--- src/rtl/pkt_fifo_ctrl.sv ---
// ---------------------------------------------------------------------------
// PktFifoCtrl : store-and-forward packet FIFO controller
//
// Sits between an upstream packet source and a MAC transmitter and manages
// an external single-clock packet memory. Beats are written at wr_ptr as
// they arrive. They become readable only once the whole packet has arrived
// without error, at which point commit_ptr advances past it. Bad packets
// (in_err on the last beat) and packets larger than the whole memory are
// dropped, and each drop raises drop_pulse for one cycle.
//
// Ports
//   clk, rst             single clock, synchronous active-high reset
//   in_valid/in_ready    upstream handshake; in_data, in_last, in_err payload
//   out_valid/out_ready  downstream handshake; out_data, out_last payload
//   f0_waddr/f0_wdata/f0_write  memory write port (write lands on next edge)
//   f0_raddr/f0_rdata    memory read port (combinational read)
//   pkt_count            committed packets not yet fully read
//   drop_pulse           one-cycle pulse per dropped packet
// ---------------------------------------------------------------------------
module pkt_fifo_ctrl #(
    parameter int DWIDTH = 32,
    parameter int AWIDTH = 8
) (
    input  logic              clk,
    input  logic              rst,
    input  logic              in_valid,
    output logic              in_ready,
    input  logic [DWIDTH-1:0] in_data,
    input  logic              in_last,
    input  logic              in_err,
    output logic              out_valid,
    input  logic              out_ready,
    output logic [DWIDTH-1:0] out_data,
    output logic              out_last,
    output logic [AWIDTH-1:0] f0_waddr,
    output logic [DWIDTH:0]   f0_wdata,
    output logic              f0_write,
    output logic [AWIDTH-1:0] f0_raddr,
    input  logic [DWIDTH:0]   f0_rdata,
    output logic [AWIDTH:0]   pkt_count,
    output logic              drop_pulse
);

    // One extra pointer bit tells a completely full memory apart from an
    // empty one when the address bits are equal.
    localparam logic [AWIDTH:0] DepthWords = {1'b1, {AWIDTH{1'b0}}};

    typedef enum logic {
        WRITE   = 1'b0,
        DISCARD = 1'b1
    } state_e;

    state_e state_q, state_d;

    logic [AWIDTH:0] wrPtr_q, wrPtr_d;
    logic [AWIDTH:0] commitPtr_q, commitPtr_d;
    logic [AWIDTH:0] rdPtr_q, rdPtr_d;
    logic [AWIDTH:0] pktCount_q, pktCount_d;
    logic            dropPulse_q, dropPulse_d;

    logic [AWIDTH:0] usedWords;
    logic            full;
    logic            inFire;
    logic            outFire;
    logic            commitEvt;
    logic            readLastEvt;
    logic            oversize;

    assign usedWords   = wrPtr_q - rdPtr_q;
    assign full        = (usedWords == DepthWords);
    assign inFire      = in_valid && in_ready;
    assign outFire     = out_valid && out_ready;
    // Memory is full and all of it belongs to the packet still arriving:
    // no amount of reading can make room, so the packet has to be dropped.
    assign oversize    = full && (commitPtr_q == rdPtr_q);
    assign commitEvt   = f0_write && in_last && !in_err;
    assign readLastEvt = outFire && out_last;

    // FSM state register.
    always_ff @(posedge clk) begin
        if (rst) begin
            state_q <= WRITE;
        end else begin
            state_q <= state_d;
        end
    end

    // FSM next-state logic.
    always_comb begin
        state_d = state_q;
        case (state_q)
            WRITE:   if (oversize)           state_d = DISCARD;
            DISCARD: if (inFire && in_last)  state_d = WRITE;
            default:                         state_d = WRITE;
        endcase
    end

    // FSM outputs. In DISCARD beats are swallowed without touching memory,
    // so upstream is never stalled there.
    always_comb begin
        in_ready = 1'b1;
        f0_write = 1'b0;
        if (state_q == WRITE) begin
            in_ready = !full;
            f0_write = inFire;
        end
    end

    // Pointer, packet-count and drop bookkeeping. A bad packet rewinds the
    // write pointer to the last commit point so its beats are overwritten by
    // the next packet.
    always_comb begin
        wrPtr_d     = wrPtr_q;
        commitPtr_d = commitPtr_q;
        dropPulse_d = 1'b0;
        if (state_q == WRITE) begin
            if (f0_write) begin
                if (in_last && in_err) begin
                    wrPtr_d     = commitPtr_q;
                    dropPulse_d = 1'b1;
                end else begin
                    wrPtr_d = wrPtr_q + 1'b1;
                    if (in_last) begin
                        commitPtr_d = wrPtr_q + 1'b1;
                    end
                end
            end else if (oversize) begin
                wrPtr_d = commitPtr_q;
            end
        end else if (inFire && in_last) begin
            dropPulse_d = 1'b1;
        end

        rdPtr_d = rdPtr_q + {{AWIDTH{1'b0}}, outFire};

        pktCount_d = pktCount_q;
        case ({commitEvt, readLastEvt})
            2'b10:   pktCount_d = pktCount_q + 1'b1;
            2'b01:   pktCount_d = pktCount_q - 1'b1;
            default: pktCount_d = pktCount_q;
        endcase
    end

    // Datapath registers.
    always_ff @(posedge clk) begin
        if (rst) begin
            wrPtr_q     <= '0;
            commitPtr_q <= '0;
            rdPtr_q     <= '0;
            pktCount_q  <= '0;
            dropPulse_q <= 1'b0;
        end else begin
            wrPtr_q     <= wrPtr_d;
            commitPtr_q <= commitPtr_d;
            rdPtr_q     <= rdPtr_d;
            pktCount_q  <= pktCount_d;
            dropPulse_q <= dropPulse_d;
        end
    end

    // Memory ports. The read side only ever looks below commit_ptr, so a word
    // is always written before it is presented.
    assign f0_waddr             = wrPtr_q[AWIDTH-1:0];
    assign f0_wdata             = {in_last, in_data};
    assign f0_raddr             = rdPtr_q[AWIDTH-1:0];
    assign out_valid            = (rdPtr_q != commitPtr_q);
    assign {out_last, out_data} = f0_rdata;
    assign pkt_count            = pktCount_q;
    assign drop_pulse           = dropPulse_q;

endmodule

--- config.mk ---
export PLATFORM = sky130hd
export DESIGN_NAME = pkt_fifo_ctrl
export DESIGN_NICKNAME = d
export VERILOG_FILES = /design/src/rtl/pkt_fifo_ctrl.sv
export SDC_FILE = /design/constraint.sdc
export NUM_CORES = 1
export LEC_CHECK = 0
export ABC_AREA = 1
export BUFFER_PORTS_ARGS = -buffer_cell sky130_fd_sc_hd__buf_2
export CAP_MARGIN = 10
export CORE_MARGIN = 8
export CORE_UTILIZATION = 48
export CTS_CLUSTER_DIAMETER = 150
export DETAILED_ROUTE_END_ITERATION = 16
export MAX_ROUTING_LAYER = met4
export PLACE_DENSITY = 0.82
export SYNTH_ARGS = -nofsm -noshare
export SYNTH_HDL_FRONTEND = slang
export SYNTH_SLANG_ARGS = --single-unit
--- constraint.sdc ---
create_clock -name clk -period 4 [get_ports clk]
set_clock_uncertainty 0.15 [all_clocks]
set_input_delay 0.4 -clock clk [delete_from_list [all_inputs] [get_ports clk]]
set_output_delay 0.4 -clock clk [all_outputs]
set_load 0.05 [all_outputs]
==> Word level (Yosys, flattened, before mapping) <==
Cells that the tools add are included.
Widths: inputs -> output; s select.
{ "word_totals": {"register_bits": 38, "inputBits": 71, "output_inout_bits": 95, "word_cells": 45} }
{ "op_classes": {"addsub": 5, "eq_ne": 5, "muxes": 13, "n_bitwise": 2, "reduce_logical": 14} }
{ "ops": {"columns": ["operator", "count"], "rows": [
  ["$mux 9", 3],
  ["$add 9x1->9 const B", 2],
  ["$pmux 9 s2", 1],
  ["$add 9x1->9", 1],
  ["$eq 9x9->1", 1],
  ["$eq 9x9->1 const B", 1],
  ["$ne 9x9->1", 1],
  ["$sub 9x1->9 const B", 1],
  ["$sub 9x9->9", 1],
  ["$logic_and 1x1->1", 8],
  ["$mux 1", 8],
  ["$reduce_and 4->1", 1],
  ["$reduce_bool 2->1", 2],
  ["$eq 2x1->1 const B", 1],
  ["$eq 2x2->1 const B", 1],
  ["$logic_not 1->1", 2],
  ["$not 1->1", 2],
  ["$pmux 1 s2", 1],
  ["$reduce_and 2->1", 1]
]} }

==> Logic depth before layout (Yosys ltp) <==
Gate-level depths: netlist of run 1.
{ "depth": {"depth_word": 10, "mapped_depth": 30, "depth_no_buf": 28} }

==> Worst setup path before layout of run 1 <==
No wires, ideal clock.
{ "synth_path": {"path_type": "register to register", "start": "register rdPtr_q[5]", "end": "register pktCount_q[6] (netlist: pkt_count[6])", "setup_time_ps": 109, "arrival_time_ps": 3339, "t_required_ps": 3741, "path_slack_ps": 403, "path_stages_with_launch": 27, "n_path_buf": 2, "synth_period_minus_slack_ps": 3597, "path_cell_list": "dfxtp_1 > inv_1 > ha_1 > a21oi_2 > nor2_1 > nor2_2 > nand3_2 > nand2_2 > nor2_4 > nand2_4 > nand4_4 > buf_12 > ha_1 > buf_4 > xor2_1 > ha_1 > a21oi_1 > o21ai_0 > nand2_1 > nand2_1 > nand2_1 > nand2_1 > a21oi_1 > nand2b_1 > nand3_1 > nand2_1 > inv_1"} }
{ "synth_via": {"elab_chain_cells": 10, "word_cells_on_any_way": 15, "classes_between": "1 x add/sub; 4 x eq/ne; 3 x mux; 7 x reduce/logical"} }
{ "synth_lines": {"columns": ["element", "line_no", "text"], "rows": [
  ["start, declared", "57", "logic [AWIDTH:0] rdPtr_q, rdPtr_d;"],
  ["start signal, assigned", "155", "rdPtr_q <= rdPtr_d;"],
  ["$sub 9x9->9", "69", "assign usedWords = wrPtr_q - rdPtr_q;"],
  ["$eq 9x9->1", "70", "assign full = (usedWords == DepthWords);"],
  ["$logic_not 1->1", "104", "in_ready = !full;"],
  ["$mux 1", "103", "if (state_q == WRITE) begin"],
  ["$logic_and 1x1->1", "71", "assign inFire = in_valid && in_ready;"],
  ["$mux 1", "103", null],
  ["$logic_and 1x1->1 (2 in a row)", "76", "assign commitEvt = f0_write && in_last && !in_err;"],
  ["$eq 2x1->1 / $eq 2x2->1 (equally long branches)", "137", "case ({commitEvt, readLastEvt})"],
  ["$pmux 9 s2 / $reduce_bool 2->1 (equally long branches)", null, null],
  ["end signal, assigned", "156", "pktCount_q <= pktCount_d;"],
  ["end, declared", "58", "logic [AWIDTH:0] pktCount_q, pktCount_d;"]
]} }
Several ways; a longest one is shown, not always the timed one.
A chain may end at the register's enable or synchronous reset.

==> Final worst setup path of run 1 <==
Ends and elaborated chain as after synthesis.

==> impl_metrics.toml, run 1 <==
[status]
status = "finished clean"

[yosys]
synthMuxAreaShare_pct = 0
synth-compound-area-share_pct = 5.69
synth_top_family_by_area = "simple AND/OR/NAND/NOR gates"
synth_edf_count = 0
yosysWarnings = 0
ys_seq_elements = 38
ys_seq_area_share_pct = 21.0
syn_avg_cell_area_um2 = 6.72
synthCells = 540
synthXorXnorAreaFrac_pct = 6.51
synth_fp_nets = 625
async_reset_ff_share_pct = 0
synth.cell_area_um2 = 3630
synthAdderAreaFrac_pct = 4.82
ys.flop_type = "dfxtp_1"
synth.distinct_cells = 35
synth_simple_gate_area_share_pct = 34.3

[clock_tree]
cts_buffers = 5
h-tree-depth = 2
insertion_delay_ns = 0.30
clockBufferDepth = 2
cts_hold_buf = 0
cts_root_buffer = "clkbuf_8"
clk_transition_reported_paths_ns = 0.08
tritoncts = "built"
cts_sinks = 38

[worst_setup_path]
critPathKind = "reg2reg"
worstSetupStartpointType = "flip-flop"
reg2reg_slack_ns = 0.28
worstSetupStartpoint = "rdPtr_q[5]$_SDFF_PP0_"
cp.arrival_ns = 3.77
cp_max_fo = 12
end_kind = "flip-flop"
timing.rr.start = "rdPtr_q[5]$_SDFF_PP0_"
worst_ep_required_time_ns = 4.05

[drt]
viasPerCell = 5.11
first_pass_iters = 4
routedLengthMet1_um = 3460
wl_per_cell_um = 13.4
ant_nets = 0
highest_layer = "met4"
met2RoutedLength_um = 3750
num_vias = 3065
drtIter0Drc = 173
drcViolationCount = 0
wl_met3_um = 636
routed_wl_um = 8030

[sta]
setup_viol = 0
finalCriticalPeriod_ns = 3.72
relSlewSlack_pct = 53.0
tightest_slew_ns = 0.704
finalMaxSlewViolations = 0
max_freq_mhz = 269
fin_ws_ns = 0.281
hold_viol_final = 0
min_period_over_period_pct = 93.0

[global_routing]
overflow = 0
grt_pass1_wl_um = 13400
grt_pass1_vias = 2886
track_usage_pct = 16.0
antenna_found_initial = 0
grt_max_degree = 23

[finish]
nNetsFinal = 585
nFillCells = 774
antennaDiodeCount = 0
layout.cells.most_common_list = "99 x nand2_1, 66 x inv_1, 47 x nor2_1, 37 x buf_2, 35 x nand3_1"
drive_gt1_share_pct = 21.8
syn_to_final_growth_pct = -5.31
stdcell_area_um2 = 3440
layout_commonest_cell = "nand2_1"

[min_path]
hp-class = "in2reg"
hp-start = "in_last"

[placement]
numPortBuffers = 37
place_congestion = 0.898
postPlaceCellArea_um2 = 3260
pre_cts_ws_ns = 0.132
dp_hpwl_um = 6130

[run]
cap_violations = 0

[floorplan]
die_h_um = 103
die_w_um = 103
design.die.area_um2 = 10600
rows = 31
core_area_um2 = 7290
num_io_pins = 166
start_util_pct = 49.8

[power_and_ir_drop]
peakVddDrop_mv = 0.259
leakage_nw = 1.81
p_per_area_nw_per_um2 = 446
## stage by stage
stage	utilization, %	hold WS, ns	setup TNS [ns]	std cells	power, mW
4_1_cts	46.2	0.264	0	596	1.53
3_3_place_gp	44.7	0.352	0	588	1.19
3_5_place_dp	44.7	0.339	0	588	1.20
6_report	47.2	0.280	0	600	1.53
2_1_floorplan	-	0.320	0	540	1.26
5_1_grt	47.2	0.285	-0.0116	600	1.64
## Yosys cell counts (all sizes together) (11+ instances only)
cell type	instances	area (um^2)
ha	14	175
nand4	26	178
inv	70	263
nand3	41	243
xnor2	11	96.3
nand2	114	470
xor2	16	140
o21ai	22	110
dfxtp	38	761
nor2	61	284
buf	90	704
a21oi	15	82.6
## worst paths after layout
path | cells past startpoint | endpoint
setup / recovery | 24 | pkt_count[6]$_SDFFE_PP0P_
setup reg to reg | 24 | pkt_count[6]$_SDFFE_PP0P_
hold reg to reg | 2 | pkt_count[8]$_SDFFE_PP0P_
hold / removal | 3 | drop_pulse$_SDFF_PP0_
## metal layers
metal,vias to the layer above,GRT usage (%)
met5,-,-
met4,0,5.23
met3,28,4.19
met2,115,26.6
met1,1379,18.2
li1,1543,-
## timing repair
| action | CTS | global route |
|---|---|---|
| endpoints found under the setup margin | 0 | 6 |
| resized for setup | 0 | 9 |
| buffers inserted | 0 | 4 |
## report_power, final
group | leakage (nW) | switching, mW | internal (mW)
clock | 0.0579 | 0.144 | 0.184
combinational | 1.44 | 0.522 | 0.229
sequential | 0.312 | 0.0418 | 0.413
total | 1.81 | 0.707 | 0.826
## kinds of logic after synthesis
group,count (synthesis)
DFF,38
xor gates and xnor gates,27
adders and majority gates,14
buffers and inverters,168
and+or+nand+nor,254
AOI/OAI and AO/OA,39
## state kept, by name, summed over array words and instances (netlist names)
register,flops
commitPtr_q,9
pkt_count,9
rdPtr_q,9
wrPtr_q,9
drop_pulse,1
state_q,1
## critical path, cell delays in order (launching register included)
cell and delay, ns:
dfxtp_2 0.38, inv_1 0.08, ha_1 0.36, a21oi_2 0.23, nor2_1 0.07, nor2_2 0.11, nand3_2 0.09, nand2_2 0.11
nor2_4 0.05, nand2_4 0.14, nand4_4 0.16, ha_1 0.25, xor2_1 0.16, ha_1 0.20, a21oi_1 0.18, o21ai_0 0.12
nand2_1 0.07, nand2_1 0.09, nand2_1 0.07, nand2_1 0.05, a21oi_1 0.16, nand2b_1 0.14, nand3_1 0.08, nand2_1 0.07
inv_1 0.03
## final cells by class
type	instances	area [um^2]	area share, %
Clock buffer	5	68.8	2.00
Clock inverter	3	40.0	1.16
Inverter	72	270	7.86
Multi-Input combinational cell	334	1890	55.1
Sequential cell	38	767	22.3
Tap cell	99	124	3.60
Timing Repair Buffer	49	275	8.01
(Power assumes the default switching activity.)
==> run 2: changes to the inputs <==
CELL_PAD_IN_SITES_DETAIL_PLACEMENT = 1   (was unset)
CELL_PAD_IN_SITES_GLOBAL_PLACEMENT = 2   (was unset)
CORE_UTILIZATION = 24   (was 48)
PLACE_DENSITY = unset   (was 0.82)
PLACE_DENSITY_LB_ADDON = 0.3   (was unset)
==> run 2 against run 1 <==
Compared with the run above: sequential share of layout area decreased by 0.74 points; utilization decreased by 24 points; register-to-register slack improved by 0.18 ns; count of clock-buffer cells in the layout increased by 1; die area increased by 82%; combinational power increased by 4.1%; non-clock buffer count decreased by 3; worst setup slack improved by 0.18 ns; clock power increased by 22%; total power increased by 6.9%; final cell count increased by 14%; fmax increased by 5.0%; critical endpoint unchanged.
==> impl_metrics.toml, run 2 (same netlist as run 1, synthesis figures left out) <==
[status]
status = "finished clean"

[min_path]
whs_endpoint = "drop_pulse$_SDFF_PP0_"
hp-start = "in_last"
min_path_cells = 3
hp-class = "in2reg"

[worst_setup_path]
cpMaxStageDelayCell = "dfxtp_1"
reg2reg_slack_ns = 0.46
worstSetupStartpointType = "flip-flop"
worst_ep_required_time_ns = 4.04
critPathKind = "reg2reg"
critical_path.max_stage_delay_ns = 0.43
cp_max_fo = 5
end_kind = "flip-flop"
cp.arrival_ns = 3.58
reg2regPathDepth = 24
path_cells = "inv_1 > ha_1 > nand2_1 > inv_1 > a21oi_1 > nand3_1 > nand2_2 > nor2_4 > nand2_4 > nand4_4 > ha_2 > xor2_2 > ha_1 > a21oi_2 > o21ai_0 > nand2_1 > nand2_1 > nand2_1 > nand2_1 > a21oi_1 > nand2b_1 > nand3_1 > nand2_1 > inv_1"
timing.rr.start = "rdPtr_q[6]$_SDFF_PP0_"
reg2reg_to = "pkt_count[6]$_SDFFE_PP0P_"
path_common_cell = "nand2_1"

[placement]
place_inst = 678
place_congestion = 0.761
postPlaceCellArea_um2 = 3380
numPortBuffers = 37
dp_hpwl_um = 8060

[drt]
routed_wl_um = 10500
viasPerCell = 4.49
ant_nets = 0
wl_per_cell_um = 15.4
num_vias = 3074
drcViolationCount = 0
first_pass_iters = 4
drtIter0Drc = 88

[global_routing]
grt_pass1_vias = 3096
grt_max_degree = 23
overflow = 0
antenna_found_initial = 0
track_usage_pct = 11.2
grt_pass1_wl_um = 16900

[floorplan]
die_w_um = 139
start_util_pct = 24.2
num_io_pins = 166
rows = 45
design.die.area_um2 = 19300
die_h_um = 139
core_area_um2 = 15000

[finish]
nNetsFinal = 582
drive_gt1_share_pct = 20.4
antennaDiodeCount = 0
fin_cells = 684
layout_commonest_cell = "nand2_1"
layout.cells.most_common_list = "99 x nand2_1, 66 x inv_1, 47 x nor2_1, 37 x buf_2, 36 x dfxtp_1"
syn_to_final_growth_pct = -2.52
stdcell_area_um2 = 3540

[sta]
rsz0062_at_grt = "no"
min_period_over_period_pct = 88.6
relSlewSlack_pct = 44.2
max_freq_mhz = 282
tns_ns = 0
tightest_slew_ns = 0.837
setup_viol = 0
holdWs_ns = 0.294
finalCriticalPeriod_ns = 3.54
finalMaxSlewViolations = 0
hold_viol_final = 0

[clock_tree]
cts_buffers = 5
clk_transition_reported_paths_ns = 0.06
cts_hold_buf = 0
clockBufferDepth = 2
post-cts-setup-buffers = 0
cts_root_buffer = "clkbuf_16"
insertion_delay_ns = 0.28
tritoncts = "built"
h-tree-depth = 2
cts_sinks = 38

[power_and_ir_drop]
peakVddDrop_mv = 0.159
p_total_mw = 1.64
leakage_nw = 1.80
p_per_area_nw_per_um2 = 463

[run]
cap_violations = 0
[run 2: worst max path at each step]
stage | startpoint | to
3_5_place_dp | rdPtr_q[5]$_SDFF_PP0_ | pkt_count[6]$_SDFFE_PP0P_
4_1_cts | rdPtr_q[5]$_SDFF_PP0_ | pkt_count[6]$_SDFFE_PP0P_
3_3_place_gp | rdPtr_q[5]$_SDFF_PP0_ | pkt_count[6]$_SDFFE_PP0P_
6_report | rdPtr_q[6]$_SDFF_PP0_ | pkt_count[6]$_SDFFE_PP0P_
2_1_floorplan | rdPtr_q[5]$_SDFF_PP0_ | pkt_count[6]$_SDFFE_PP0P_
5_1_grt | rdPtr_q[3]$_SDFF_PP0_ | pkt_count[8]$_SDFFE_PP0P_
[run 2: repair_timing]
item	in CTS	in global routing
gates resized for setup	0	6
hold endpoints to repair	0	0
setup endpoints to repair	0	2
[run 2: critical path, delay by kind of cell, from the launching register on]
kind / cells / cell delay (ns)
DFF: 1 / 0.43
buffers and inverters: 3 / 0.23
AOI/OAI and AO/OA: 4 / 0.61
xor gates and xnor gates: 1 / 0.16
and+or+nand+nor: 13 / 1.09
adders and majority gates: 3 / 0.79
[run 2: area by class of cell]
type / instances / area (um^2)
Timing Repair Buffer: 46 / 253
Sequential cell: 38 / 763
Multi-Input combinational cell: 334 / 1880
Tap cell: 188 / 235
Clock buffer: 6 / 139
Inverter: 72 / 270
Fill cell: 1913 / 11400
[run 2: report_power, final]
group | total (mW) | switching (mW) | internal (mW) | leakage [nW]
registers | 0.458 | 0.0450 | 0.413 | 0.310
logic | 0.782 | 0.553 | 0.229 | 1.42
clock network | 0.399 | 0.157 | 0.241 | 0.0688
[run 2: per-stage QoR]
step | worst slack [ns] | util (%)
after global placement | 0.379 | 22.6
final | 0.457 | 23.6
after global routing | 0.00863 | 23.6
after CTS | 0.270 | 23.5
after floorplan | 0.403 | -
after detailed placement | 0.297 | 22.6
[run 2: layer usage]
| metal | vias up | wire length (um) | track usage (%) |
|---|---|---|---|
| li1 | 1531 | - | - |
| met1 | 1446 | 4940 | 13.5 |
| met2 | 81 | 4990 | 18.5 |
| met3 | 16 | 441 | 2.79 |
| met4 | 0 | 138 | 2.95 |
| met5 | - | 0 | - |
